==> config.mk <==
export PLATFORM = sky130hd
export DESIGN_NAME = mux_scan_sampler
export DESIGN_NICKNAME = d
export VERILOG_FILES = /design/src/rtl/mux_scan_sampler.sv
export SDC_FILE = /design/constraint.sdc
export NUM_CORES = 1
export LEC_CHECK = 0
export ABC_AREA = 1
export BUFFER_PORTS_ARGS = -buffer_cell sky130_fd_sc_hd__buf_4
export CAP_MARGIN = 20
export CORE_ASPECT_RATIO = 0.8
export CORE_MARGIN = 4
export CORE_UTILIZATION = 50
export CTS_CLUSTER_SIZE = 12
export DETAILED_ROUTE_END_ITERATION = 10
export PLACE_DENSITY = 0.74
export SLEW_MARGIN = 20
export SYNTH_ARGS = -nofsm -noshare
export SYNTH_HDL_FRONTEND = slang
export SYNTH_SLANG_ARGS = --single-unit
==> constraint.sdc <==
create_clock -name clk -period 4.02 [get_ports clk]
set_input_delay 0.201 -clock clk [delete_from_list [all_inputs] [get_ports clk]]
set_output_delay 0.201 -clock clk [all_outputs]
set_load 0.01 [all_outputs]
==> src/rtl/mux_scan_sampler.sv <==
// Scan controller for an 8:1 mux: steps the select lines through NUM_CH channels,
// samples the mux output after a settle delay and hands off each frame over valid/ready.
module mux_scan_sampler #(
  parameter int NUM_CH     = 8,
  parameter int SETTLE_CYC = 2
) (
  input  logic              clk,
  input  logic              rst_n,
  input  logic              start,
  input  logic              continuous,
  input  logic              mux_y,
  output logic [3:0]        mux_sel,
  output logic              busy,
  output logic [NUM_CH-1:0] data_out,
  output logic              data_valid,
  input  logic              data_ready,
  output logic              overrun,
  output logic [1:0]        o_dbg_state
);

  localparam int              CW       = (SETTLE_CYC > 1) ? $clog2(SETTLE_CYC) : 1;
  localparam logic [CW-1:0]   CNT_LAST = CW'(SETTLE_CYC - 1);
  localparam logic [2:0]      CH_LAST  = 3'(NUM_CH - 1);

  typedef enum logic [1:0] {
    S_IDLE   = 2'd0,
    S_SETTLE = 2'd1,
    S_SAMPLE = 2'd2
  } state_t;

  state_t              r_state;
  state_t              w_state_nxt;
  logic [2:0]          r_ch;
  logic [2:0]          w_ch_nxt;
  logic [CW-1:0]       r_cnt;
  logic [CW-1:0]       w_cnt_nxt;
  logic [NUM_CH-1:0]   r_frame;
  logic [NUM_CH-1:0]   w_frame_nxt;
  logic [NUM_CH-1:0]   w_frame_done;
  logic                w_frame_end;
  logic [NUM_CH-1:0]   r_data;
  logic                r_valid;
  logic                r_ovr;

  // Handshake: data_out is transferred on any edge where data_valid && data_ready;
  // data_valid stays high and data_out stable until that transfer happens.

  // Frame with the current channel's sample merged in, used both for the
  // frame register update and for the output load at frame completion.
  always_comb begin
    w_frame_done = r_frame;
    for (int k = 0; k < NUM_CH; k++) begin
      if (r_ch == 3'(k)) w_frame_done[k] = mux_y;
    end
  end

  always_comb begin
    w_state_nxt = r_state;
    w_ch_nxt    = r_ch;
    w_cnt_nxt   = r_cnt;
    w_frame_nxt = r_frame;
    w_frame_end = 1'b0;
    case (r_state)
      S_IDLE: begin
        if (start) begin
          w_state_nxt = S_SETTLE;
          w_ch_nxt    = 3'd0;
          w_cnt_nxt   = '0;
          w_frame_nxt = '0;
        end
      end
      S_SETTLE: begin
        if (r_cnt == CNT_LAST) begin
          w_state_nxt = S_SAMPLE;
          w_cnt_nxt   = '0;
        end else begin
          w_cnt_nxt = r_cnt + 1'b1;
        end
      end
      S_SAMPLE: begin
        w_frame_nxt = w_frame_done;
        w_cnt_nxt   = '0;
        if (r_ch == CH_LAST) begin
          w_frame_end = 1'b1;
          w_ch_nxt    = 3'd0;
          if (continuous) begin
            w_state_nxt = S_SETTLE;
            w_frame_nxt = '0;
          end else begin
            w_state_nxt = S_IDLE;
          end
        end else begin
          w_ch_nxt    = r_ch + 3'd1;
          w_state_nxt = S_SETTLE;
        end
      end
      default: begin
        w_state_nxt = S_IDLE;
        w_ch_nxt    = 3'd0;
        w_cnt_nxt   = '0;
      end
    endcase
  end

  always_ff @(posedge clk or negedge rst_n) begin
    if (!rst_n) begin
      r_state <= S_IDLE;
      r_ch    <= 3'd0;
      r_cnt   <= '0;
      r_frame <= '0;
    end else begin
      r_state <= w_state_nxt;
      r_ch    <= w_ch_nxt;
      r_cnt   <= w_cnt_nxt;
      r_frame <= w_frame_nxt;
    end
  end

  // A frame arriving while the previous one is still pending is dropped, not queued.
  always_ff @(posedge clk or negedge rst_n) begin
    if (!rst_n) begin
      r_data  <= '0;
      r_valid <= 1'b0;
      r_ovr   <= 1'b0;
    end else begin
      r_ovr <= 1'b0;
      if (w_frame_end) begin
        if (!r_valid || data_ready) begin
          r_data  <= w_frame_done;
          r_valid <= 1'b1;
        end else begin
          r_ovr <= 1'b1;
        end
      end else if (r_valid && data_ready) begin
        r_valid <= 1'b0;
      end
    end
  end

  // r_ch is forced to 0 whenever the FSM returns to idle, so the select is purely registered.
  assign mux_sel     = {1'b0, r_ch};
  assign busy        = (r_state != S_IDLE);
  assign data_out    = r_data;
  assign data_valid  = r_valid;
  assign overrun     = r_ovr;
  assign o_dbg_state = r_state;

endmodule
# ---- Word-level counts from Yosys, hierarchy flattened
# Index checks and enable logic that the tools add are counted.
dict set report totals {
  register_bits 24
  in_bits 6
  out_inout_bits 17
  word_cells 65
}
dict set report op_classes {
  add_sub_neg 2
  n_eq_ne 12
  muxes 30
  n_bitwise 1
  n_reduce_logical 13
}
# operator n
set op_table {}
lappend op_table {{8-bit two-way mux} 3}
lappend op_table {{1-bit two-way mux} 18}
lappend op_table {{8-bit one-hot mux with 2 select lines} 1}
lappend op_table {{3-bit equality test (second input constant)} 4}
lappend op_table {{2-bit AND reduction} 5}
lappend op_table {{3-bit one-hot mux with 3 select lines} 1}
lappend op_table {{3-bit by 2-bit equality test with 1-bit output (second input constant)} 2}
lappend op_table {{2-bit two-way mux} 3}
lappend op_table {{3-bit two-way mux} 2}
lappend op_table {{2-bit one-hot mux with 3 select lines} 1}
lappend op_table {{2-bit nonzero test} 3}
lappend op_table {{2-bit != test (second input constant)} 2}
lappend op_table {{3-bit by 1-bit adder with 3-bit output (second input constant)} 1}
lappend op_table {{3-bit by 1-bit equality test with 1-bit output (second input constant)} 1}
lappend op_table {{3-bit logical NOT} 1}
lappend op_table {{2-bit by 1-bit equality test with 1-bit output (second input constant)} 1}
lappend op_table {{2-bit equality test (second input constant)} 1}
lappend op_table {{2-bit logical NOT} 1}
lappend op_table {{2-bit by 1-bit != test with 1-bit output (second input constant)} 1}
lappend op_table {{1-bit one-hot mux with 2 select lines} 1}
lappend op_table {{1-bit adder (second input constant)} 1}
lappend op_table {{1-bit logical AND} 1}
lappend op_table {{1-bit logical NOT} 1}
lappend op_table {{1-bit logical OR} 1}
lappend op_table {{1-bit NOT} 1}

# ---- Longest topological paths before layout
# Gate-level depths: netlist (run 1).
dict set report logic_depth {
  ltp_word 5
  depth_mapped 7
  mapped_depth_nobuf 7
}

# ---- Least setup slack after synthesis (run 1)
# OpenSTA, ideal clock, no wires.
dict set report synth_path {
  path_kind {flip-flop to flip-flop}
  startpoint {reg r_ch[0]}
  endpoint {reg r_frame[4]}
  setup_ps 65
  t_arrival_ps 1364
  t_required_ps 3955
  path_slack_ps 2591
  stages_incl_launch_ff 8
  n_path_buf 0
  synth_period_minus_slack_ps 1429
  cell_sequence {dfrtp_1 ha_1 ha_1 nand2_1 inv_1 nor2_1 nand2_1 nand2_1}
}
dict set report synth_via {
  elab_chain_cells 5
  word_cells_on_any_way 6
  classes_between {eq/ne: 2; mux: 4}
}
# item line
set synth_rtl {}
lappend synth_rtl {{start, declared} 33} ;# logic [2:0] r_ch;
lappend synth_rtl {{start signal, assigned} 113} ;# r_ch <= w_ch_nxt;
lappend synth_rtl {{3-bit equality test} 53} ;# if (r_ch == 3'(k)) w_frame_done[k] = mux_y;
lappend synth_rtl {{1-bit two-way mux} 53}
lappend synth_rtl {{8-bit two-way mux} 86} ;# if (continuous) begin
lappend synth_rtl {{8-bit two-way mux *} 83} ;# if (r_ch == CH_LAST) begin
lappend synth_rtl {{8-bit one-hot mux with 2 select lines *} 63} ;# case (r_state)
lappend synth_rtl {{end signal, assigned} 115} ;# r_frame <= w_frame_nxt;
lappend synth_rtl {{end, declared} 37} ;# logic [NUM_CH-1:0] r_frame;
# Mark *: on every way between the ends. The rest lies on a longest branch, timed or not.
# A chain may end at the register's enable or synchronous reset.

# ---- Worst setup path in the final report (run 1)
dict set report layout_path {
  startpoint {reg r_ch[0]}
  endpoint {reg r_frame[2]}
}
dict set report layout_via {
  elab_chain_cells 5
  word_cells_on_any_way 6
  classes_between {eq/ne: 2; mux: 4}
}
# item line
set layout_rtl {}
lappend layout_rtl {{3-bit by 2-bit equality test with 1-bit output} 53}
lappend layout_rtl {{1-bit two-way mux} 53}
lappend layout_rtl {{8-bit two-way mux} 86}
lappend layout_rtl {{8-bit two-way mux *} 83}
lappend layout_rtl {{8-bit one-hot mux with 2 select lines *} 63}
# Marked as above.

==> out/metrics.json, run 1 <==
{
  "detailed_routing": {
    "wl_per_cell_um": 11.67,
    "route.detailed.vias_per_inst": 4.980,
    "post-route-drc-count": 0,
    "final_antenna_net_count": 0,
    "wirelength_um": 2358,
    "drt_first_iter_violations": 27,
    "vias": 1006,
    "number_of_detailed_routing_iterations_run_before_antenna_repair": 4
  },
  "clock_network": {
    "ctsResizeCount": 0,
    "cts.root.buffer_cell": "sky130_fd_sc_hd__clkbuf_4",
    "cts-root-to-sink-buffers": 2,
    "cts_tree": "built",
    "cts.clk_slew.worst_paths_ns": 0.13,
    "clock_latency_reported_for_the_late_side_of_the_worst_skew_pair_ns": 0.32,
    "numClockSinks": 24,
    "cts_buffers": 3,
    "cts_max_level": 1
  },
  "synth": {
    "mappedNetlistNets": 165,
    "synth_top_area_cell": "sky130_fd_sc_hd__dfrtp_1",
    "synth-seq-area-share": 0.5123,
    "synth.lib_cells_used.distinct": 16,
    "ys_seq_elements": 24,
    "synthesized_instance_count": 153,
    "synth_largest_type_area_fraction": 0.5123,
    "post_synthesis_cell_area_um2": 1172,
    "synth_area_per_cell_um2": 7.663,
    "synth_area_leaders": "sky130_fd_sc_hd__dfrtp_1 51%, sky130_fd_sc_hd__nand2_1 27%, sky130_fd_sc_hd__ha_1 6.4%, sky130_fd_sc_hd__nand3_1 4.7%, sky130_fd_sc_hd__inv_1 3.5%",
    "synth-warning-count": 0
  },
  "timing": {
    "max_freq_ghz": 0.6095,
    "rsz_0062_raised_after_global_routing": "no",
    "hold_viol": 0,
    "fin_worst_skew_ns": 0.009678,
    "fin_crit_ns": 1.641,
    "setup_viol_count_final": 0,
    "layout_setup_ws_ns": 2.379,
    "period_share": 0.4081,
    "finalSetupTns_ns": 0,
    "hold_ws_ns": 0.1236,
    "timing_max_transition_violations_final": 0
  },
  "setup_path": {
    "arrival_ns": 1.91,
    "endpoint_kind": "flip-flop",
    "worst-endpoint-required_ns": 4.29,
    "crit_path_max_fanout": 7,
    "r2r_start": "r_ch[0]$_DFFE_PN0P_",
    "crit_path_start_kind": "flip-flop",
    "worstRegToRegCells": 7,
    "reg2reg_slack_ns": 2.38,
    "criticalPathCategory": "reg2reg",
    "r2r_end": "r_frame[2]$_DFFE_PN0P_"
  },
  "floorplanning": {
    "core_um2": 2196,
    "io-pin-count": 23,
    "die_h_um": 51.31,
    "die_area_um2": 3188,
    "floorplan.rows": 15,
    "die_w_um": 62.14,
    "initial_core_util": 0.5339
  },
  "final_layout": {
    "count_of_filler_cells_inserted_in_the_layout": 191,
    "antenna_cells": 0,
    "design.final.nets": 190,
    "area.growth.synth_to_final_pct": 20.49,
    "multiInputGateArea_um2": 511.7,
    "fin_area_um2": 1413,
    "drive_gt1_frac": 0.1582,
    "layout.area.seq_um2": 600.6
  },
  "worst_hold_path": {
    "hp-start": "start",
    "hp-class": "in2reg",
    "worst_hold_path.endpoint": "r_cnt$_DFFE_PN0P_",
    "worstHoldPathCells": 4
  },
  "placed_design": {
    "post-dp-hpwl_um": 1757,
    "gpl.final_weighted_congestion": 0.7738,
    "place_ws_ns": 2.412,
    "quantity_of_i_o_buffers_inserted_on_ports": 21,
    "placement.cell_area_um2": 1350
  },
  "outcome": {
    "run_status": "finished clean"
  },
  "global_route": {
    "grt-ovfl-total": 0,
    "globalRouteTotalUtil": 0.1695,
    "grt_start_max_net_pins": 25,
    "grt_pass1_vias": 961,
    "global_route_wire_length_before_repair_um": 4305,
    "grt_antenna_before_repair": 0
  },
  "power_and_ir_drop": {
    "finalPower_uw": 696.5,
    "powerDensity_nw_per_um2": 493.1,
    "leakage_uw": 0.0007896,
    "ir_worst_vdd_v": 0.0004016
  },
  "run": {
    "maxCapViolCount": 0
  }
}
-- power by group --
part           switching (uW)  leakage (uW)  internal, uW
combinational             131      0.000461          80.9
clock                    75.5     0.0000279           101
sequential               33.7      0.000300           274
total                     240      0.000790           456
-- cells by family (layout without fill, tap and decap cells) --
group,after synthesis,after routing,share of synthesized area
AOI/OAI and AO/OA,4,4,0.01814
DFF,24,24,0.5123
buffers and inverters,15,39,0.05122
other,1,1,0.003199
adders and majority gates,6,6,0.06403
and+or+nand+nor,103,103,0.3511
-- how the worst max path moves through the flow --
stage                         from                      to  slack [ns]  cells past startpoint
4_1_cts        r_ch[0]$_DFFE_PN0P_  r_frame[2]$_DFFE_PN0P_        2.34                      7
6_report       r_ch[0]$_DFFE_PN0P_  r_frame[2]$_DFFE_PN0P_        2.38                      7
2_1_floorplan  r_ch[0]$_DFFE_PN0P_  r_frame[4]$_DFFE_PN0P_        2.59                      7
3_5_place_dp   r_ch[0]$_DFFE_PN0P_  r_frame[1]$_DFFE_PN0P_        2.41                      7
5_1_grt        r_ch[0]$_DFFE_PN0P_  r_frame[6]$_DFFE_PN0P_        2.19                      7
3_3_place_gp   r_ch[0]$_DFFE_PN0P_  r_frame[6]$_DFFE_PN0P_        2.49                      7
-- cells in the mapped netlist, drive strengths merged --
master	count
buf	1
clkbuf	1
clkinv	1
conb	1
dfrtp	24
ha	6
inv	12
nand2	83
nand3	11
nor2	8
nor3	1
o21ai	3
o22ai	1
-- worst max-delay path: stages, from the launching register on --
cell                      delay [ns]
sky130_fd_sc_hd__dfrtp_1        0.45
sky130_fd_sc_hd__ha_1           0.24
sky130_fd_sc_hd__ha_1           0.24
sky130_fd_sc_hd__nand2_1        0.08
sky130_fd_sc_hd__inv_1          0.04
sky130_fd_sc_hd__nor2_1         0.35
sky130_fd_sc_hd__nand2_1        0.12
sky130_fd_sc_hd__nand2_1        0.07
-- cells in the final DEF (no fill, tap or decap), types with 3 or more instances in the layout --
| master | instances |
|---|---|
| sky130_fd_sc_hd__clkbuf_4 | 3 |
| sky130_fd_sc_hd__inv_1 | 11 |
| sky130_fd_sc_hd__o21ai_0 | 3 |
| sky130_fd_sc_hd__buf_4 | 21 |
| sky130_fd_sc_hd__nand2_1 | 83 |
| sky130_fd_sc_hd__nand3_1 | 11 |
| sky130_fd_sc_hd__nor2_1 | 6 |
| sky130_fd_sc_hd__dfrtp_1 | 24 |
| sky130_fd_sc_hd__ha_1 | 6 |
-- sequential cells by signal, summed over array words and instances, names as in the netlist --
register     flops
r_frame          8
o_dbg_state      2
r_ch             3
data_valid       1
overrun          1
data_out         8
r_cnt            1
-- per-layer routing --
layer | global-route usage | part of all wire
met5 | 0 | 0
met4 | 0.04693 | 0.0072
met3 | 0.04396 | 0.053
met2 | 0.2655 | 0.46
met1 | 0.2322 | 0.48
-- cell type report --
class | count | area share
multi-input cells | 114 | 0.3623
well taps | 25 | 0.02214
repair buffers | 22 | 0.1187
clock buffers | 3 | 0.01594
flip-flops and latches | 24 | 0.4252
clock inverters | 1 | 0.02126
inverters | 13 | 0.03454
-- per-stage QoR --
stage,std cells,util
2_1_floorplan,153,-
3_3_place_gp,197,0.6148
3_5_place_dp,197,0.6148
4_1_cts,202,0.6433
5_1_grt,202,0.6433
6_report,202,0.6433
-- repair_timing --
item	4_1_cts	5_1_grt
setup buffers	0	0
hold endpoints to repair	24	0
hold buffers	1	0
Power figures use the tool's default switching activity.
==> run 2, diff against run 1 <==
--- a/config.mk
+++ b/config.mk
@@ -10,10 +10,10 @@
 export CAP_MARGIN = 20
 export CORE_ASPECT_RATIO = 0.8
 export CORE_MARGIN = 4
-export CORE_UTILIZATION = 50
+export CORE_UTILIZATION = 48
 export CTS_CLUSTER_SIZE = 12
 export DETAILED_ROUTE_END_ITERATION = 10
-export PLACE_DENSITY = 0.74
+export PLACE_DENSITY = 0.75
 export SLEW_MARGIN = 20
 export SYNTH_ARGS = -nofsm -noshare
 export SYNTH_HDL_FRONTEND = slang
==> constraint.sdc (replaced) <==
create_clock -name clk -period 1.5 [get_ports clk]
set_input_delay 0.075 -clock clk [delete_from_list [all_inputs] [get_ports clk]]
set_output_delay 0.075 -clock clk [all_outputs]
set_load 0.01 [all_outputs]
==> run 2 against run 1 <==
  * Core utilization up 1.9 points
  * Hold slack got worse by 0.082 ns
  * Sequential cell count is the same
  * Non-clock buffer count up 6
  * Critical endpoint is now data_out[4]$_DFFE_PN0P_
  * Highest routed layer unchanged
==> out/metrics.json, run 2 (synthesis results as in run 1) <==
{
  "floorplanning": {
    "initial_core_util": {"value": 0.5249, "change": "-0.008973"},
    "die_area": {"value": 3302, "unit": "um^2", "change": "+3.6%"},
    "floorplan.rows": {"value": 15, "change": "unchanged"},
    "io-pin-count": {"value": 23, "change": "unchanged"},
    "die_h": {"value": 52.21, "unit": "um", "change": "+1.7%"},
    "die_w": {"value": 63.26, "unit": "um", "change": "+1.8%"},
    "core": {"value": 2233, "unit": "um^2", "change": "+1.7%"}
  },
  "timing": {
    "fin_worst_skew": {"value": 0.002467, "unit": "ns", "change": "-0.007211 ns"},
    "setup_viol_count_final": {"value": 0, "change": "unchanged"},
    "max_freq": {"value": 0.7271, "unit": "GHz", "change": "+19%"},
    "period_share": {"value": 0.9169, "change": "+0.5088"},
    "finalSetupTns": {"value": 0, "unit": "ns", "change": "unchanged"},
    "rsz_0062_raised_after_global_routing": "no",
    "hold_viol": {"value": 0, "change": "unchanged"},
    "timing_max_transition_violations_final": {"value": 0, "change": "unchanged"},
    "fin_crit": {"value": 1.375, "unit": "ns", "change": "-0.2653 ns"}
  },
  "power_and_ir_drop": {
    "net-switching-power": {"value": 667.3, "unit": "uW", "change": "+180%"},
    "share_seq_of_total_power": {"value": 0.426, "change": "-0.016"},
    "leakage": {"value": 0.0008124, "unit": "uW", "change": "+2.9%"},
    "switching_share": {"value": 0.3470, "change": "+0.001732"},
    "intPower": {"value": 1256, "unit": "uW", "change": "+180%"},
    "powerDensity": {"value": 1299, "unit": "nW/um^2", "change": "+160%"},
    "share_of_total_power_in_the_clock_network": {"value": 0.244, "change": "-0.009"},
    "ir_worst_vdd": {"value": 0.0008297, "unit": "V", "change": "+110%"},
    "power.combinational.fraction": {"value": 0.330, "change": "+0.025"}
  },
  "final_layout": {
    "design.final.nets": {"value": 196, "change": "+3.2%"},
    "mostFrequentLayoutCell": "sky130_fd_sc_hd__nand2_1",
    "count_of_filler_cells_inserted_in_the_layout": {"value": 193, "change": "+1.0%"},
    "fin_area": {"value": 1480, "unit": "um^2", "change": "+4.8%"},
    "antenna_cells": {"value": 0, "change": "unchanged"},
    "area.growth.synth_to_final_pct": 26.25,
    "layout.cells.most_common_list": "83 x sky130_fd_sc_hd__nand2_1, 26 x sky130_fd_sc_hd__buf_4, 24 x sky130_fd_sc_hd__dfrtp_1",
    "final_core_utilization": {"value": 0.6627, "change": "+0.01944"},
    "drive_gt1_frac": {"value": 0.2022, "change": "+0.04399"}
  },
  "global_route": {
    "global_route_wire_length_before_repair": {"value": 4416, "unit": "um", "change": "+2.6%"},
    "groute.layer.met1.usage": {"value": 0.2183, "change": "-0.01389"},
    "grt_antenna_before_repair": {"value": 0, "change": "unchanged"},
    "most_utilized_layer_in_the_global_route_result": "met2",
    "grt-ovfl-total": {"value": 0, "change": "unchanged"},
    "global_route.usage.met3": {"value": 0.03863, "change": "-0.005329"},
    "grt.met2_usage": {"value": 0.3135, "change": "+0.04797"},
    "grt_start_max_net_pins": {"value": 25, "change": "unchanged"},
    "globalRouteTotalUtil": {"value": 0.1724, "change": "+0.002979"},
    "grt_pass1_vias": {"value": 962, "change": "+0.10%"}
  },
  "detailed_routing": {
    "route.detailed.vias_per_inst": {"value": 4.938, "change": "-0.86%"},
    "number_of_detailed_routing_iterations_run_before_antenna_repair": {"value": 4, "change": "unchanged"},
    "wirelength": {"value": 2571, "unit": "um", "change": "+9.0%"},
    "drt_first_iter_violations": {"value": 40, "change": "+48%"},
    "wl_per_cell": {"value": 12.36, "unit": "um", "change": "+5.9%"},
    "vias": {"value": 1027, "change": "+2.1%"},
    "post-route-drc-count": {"value": 0, "change": "unchanged"},
    "final_antenna_net_count": {"value": 0, "change": "unchanged"}
  },
  "placed_design": {
    "quantity_of_i_o_buffers_inserted_on_ports": {"value": 21, "change": "unchanged"},
    "placement.cell_area": {"value": 1380, "unit": "um^2", "change": "+2.2%"},
    "post-dp-hpwl": {"value": 1934, "unit": "um", "change": "+10%"},
    "gpl.final_weighted_congestion": {"value": 0.8053, "change": "+4.1%"}
  },
  "clock_network": {
    "numClockSinks": {"value": 24, "change": "unchanged"},
    "cts_buffers": {"value": 3, "change": "unchanged"},
    "cts.root.buffer_cell": "sky130_fd_sc_hd__clkbuf_4",
    "cts_max_level": {"value": 1, "change": "unchanged"},
    "cts-root-to-sink-buffers": {"value": 2, "change": "unchanged"},
    "clock_latency_reported_for_the_late_side_of_the_worst_skew_pair": {"value": 0.32, "unit": "ns", "change": "about the same"},
    "cts.clk_slew.worst_paths": {"value": 0.13, "unit": "ns", "change": "about the same"},
    "cts_tree": "built"
  },
  "setup_path": {
    "worst-endpoint-required": {"value": 1.77, "unit": "ns", "change": "-2.52 ns"},
    "arrival": {"value": 1.65, "unit": "ns", "change": "-0.26 ns"},
    "criticalPathCategory": "reg2reg",
    "crit_path_max_fanout": {"value": 8, "change": "+1"},
    "crit_path_start_kind": "flip-flop",
    "endpoint_kind": "flip-flop"
  },
  "outcome": {
    "run_status": "finished clean"
  },
  "worst_hold_path": {
    "hp-class": "in2reg"
  },
  "run": {
    "maxCapViolCount": {"value": 0, "change": "unchanged"}
  }
}
-- run 2: worst max-delay path, cell delays in order, from the launching register on --
cell and delay [ns]:
sky130_fd_sc_hd__dfrtp_1 0.39, sky130_fd_sc_hd__ha_2 0.20, sky130_fd_sc_hd__ha_2 0.23, sky130_fd_sc_hd__nand3_2 0.13, sky130_fd_sc_hd__nor2_4 0.21, sky130_fd_sc_hd__nand2_1 0.09, sky130_fd_sc_hd__nand2_1 0.07
-- run 2: area by class of cell --
class	instances	area, um^2	area share
clock buffers	3	22.52	0.01522
clock inverters	1	30.03	0.02029
inverters	13	48.80	0.03297
multi-input cells	114	531.8	0.3593
flip-flops and latches	24	600.6	0.4057
well taps	25	31.28	0.02113
repair buffers	28	215.2	0.1454
-- run 2: routing by layer --
layer,routed length [um],vias to the layer above
met5,0,-
met4,9,0
met3,138,2
met2,1248,20
met1,1175,478
li1,-,527
-- run 2: worst paths after layout --
path | start | to | slack, ns | cells after the start
setup / recovery | r_ch[0]$_DFFE_PN0P_ | data_out[4]$_DFFE_PN0P_ | 0.12 | 6
hold / removal | continuous | r_frame[7]$_DFFE_PN0P_ | 0.04 | 4
setup reg to reg | r_ch[0]$_DFFE_PN0P_ | data_out[4]$_DFFE_PN0P_ | 0.12 | 6
hold reg to reg | data_out[4]$_DFFE_PN0P_ | data_out[4]$_DFFE_PN0P_ | 0.49 | 2
max in group asynchronous | rst_n | r_frame[0]$_DFFE_PN0P_ | 1.10 | 2
min in group asynchronous | rst_n | r_cnt$_DFFE_PN0P_ | 0.17 | 2
-- run 2: through the flow --
| step | power, uW | hold WS, ns | std cells | setup WS [ns] |
|---|---|---|---|---|
| after detailed placement | 1444 | -0.008357 | 201 | 0.02474 |
| after global routing | 2052 | 0.03400 | 208 | 0.004768 |
| after floorplan | 1173 | -0.2206 | 153 | 0.07051 |
| after CTS | 1921 | 0.01453 | 207 | 0.03301 |
| final | 1923 | 0.04151 | 208 | 0.1247 |
| after global placement | 1418 | -0.01243 | 201 | 0.1025 |
-- run 2: power by group through the flow --
stage	Clock (uW)	Combinational [uW]	Sequential [uW]
CTS	481	620	820
detailed placement	0	611	833
finish	470	634	819
global placement	0	592	826
global route	512	708	832
floorplan	0	326	848
-- run 2: repair_timing --
action	CTS	global route
hold buffers	2	0
endpoints found under the setup margin	4	16
hold endpoints to repair	25	0
pin swaps	0	1
gates resized for setup	1	4
buffers inserted	0	1
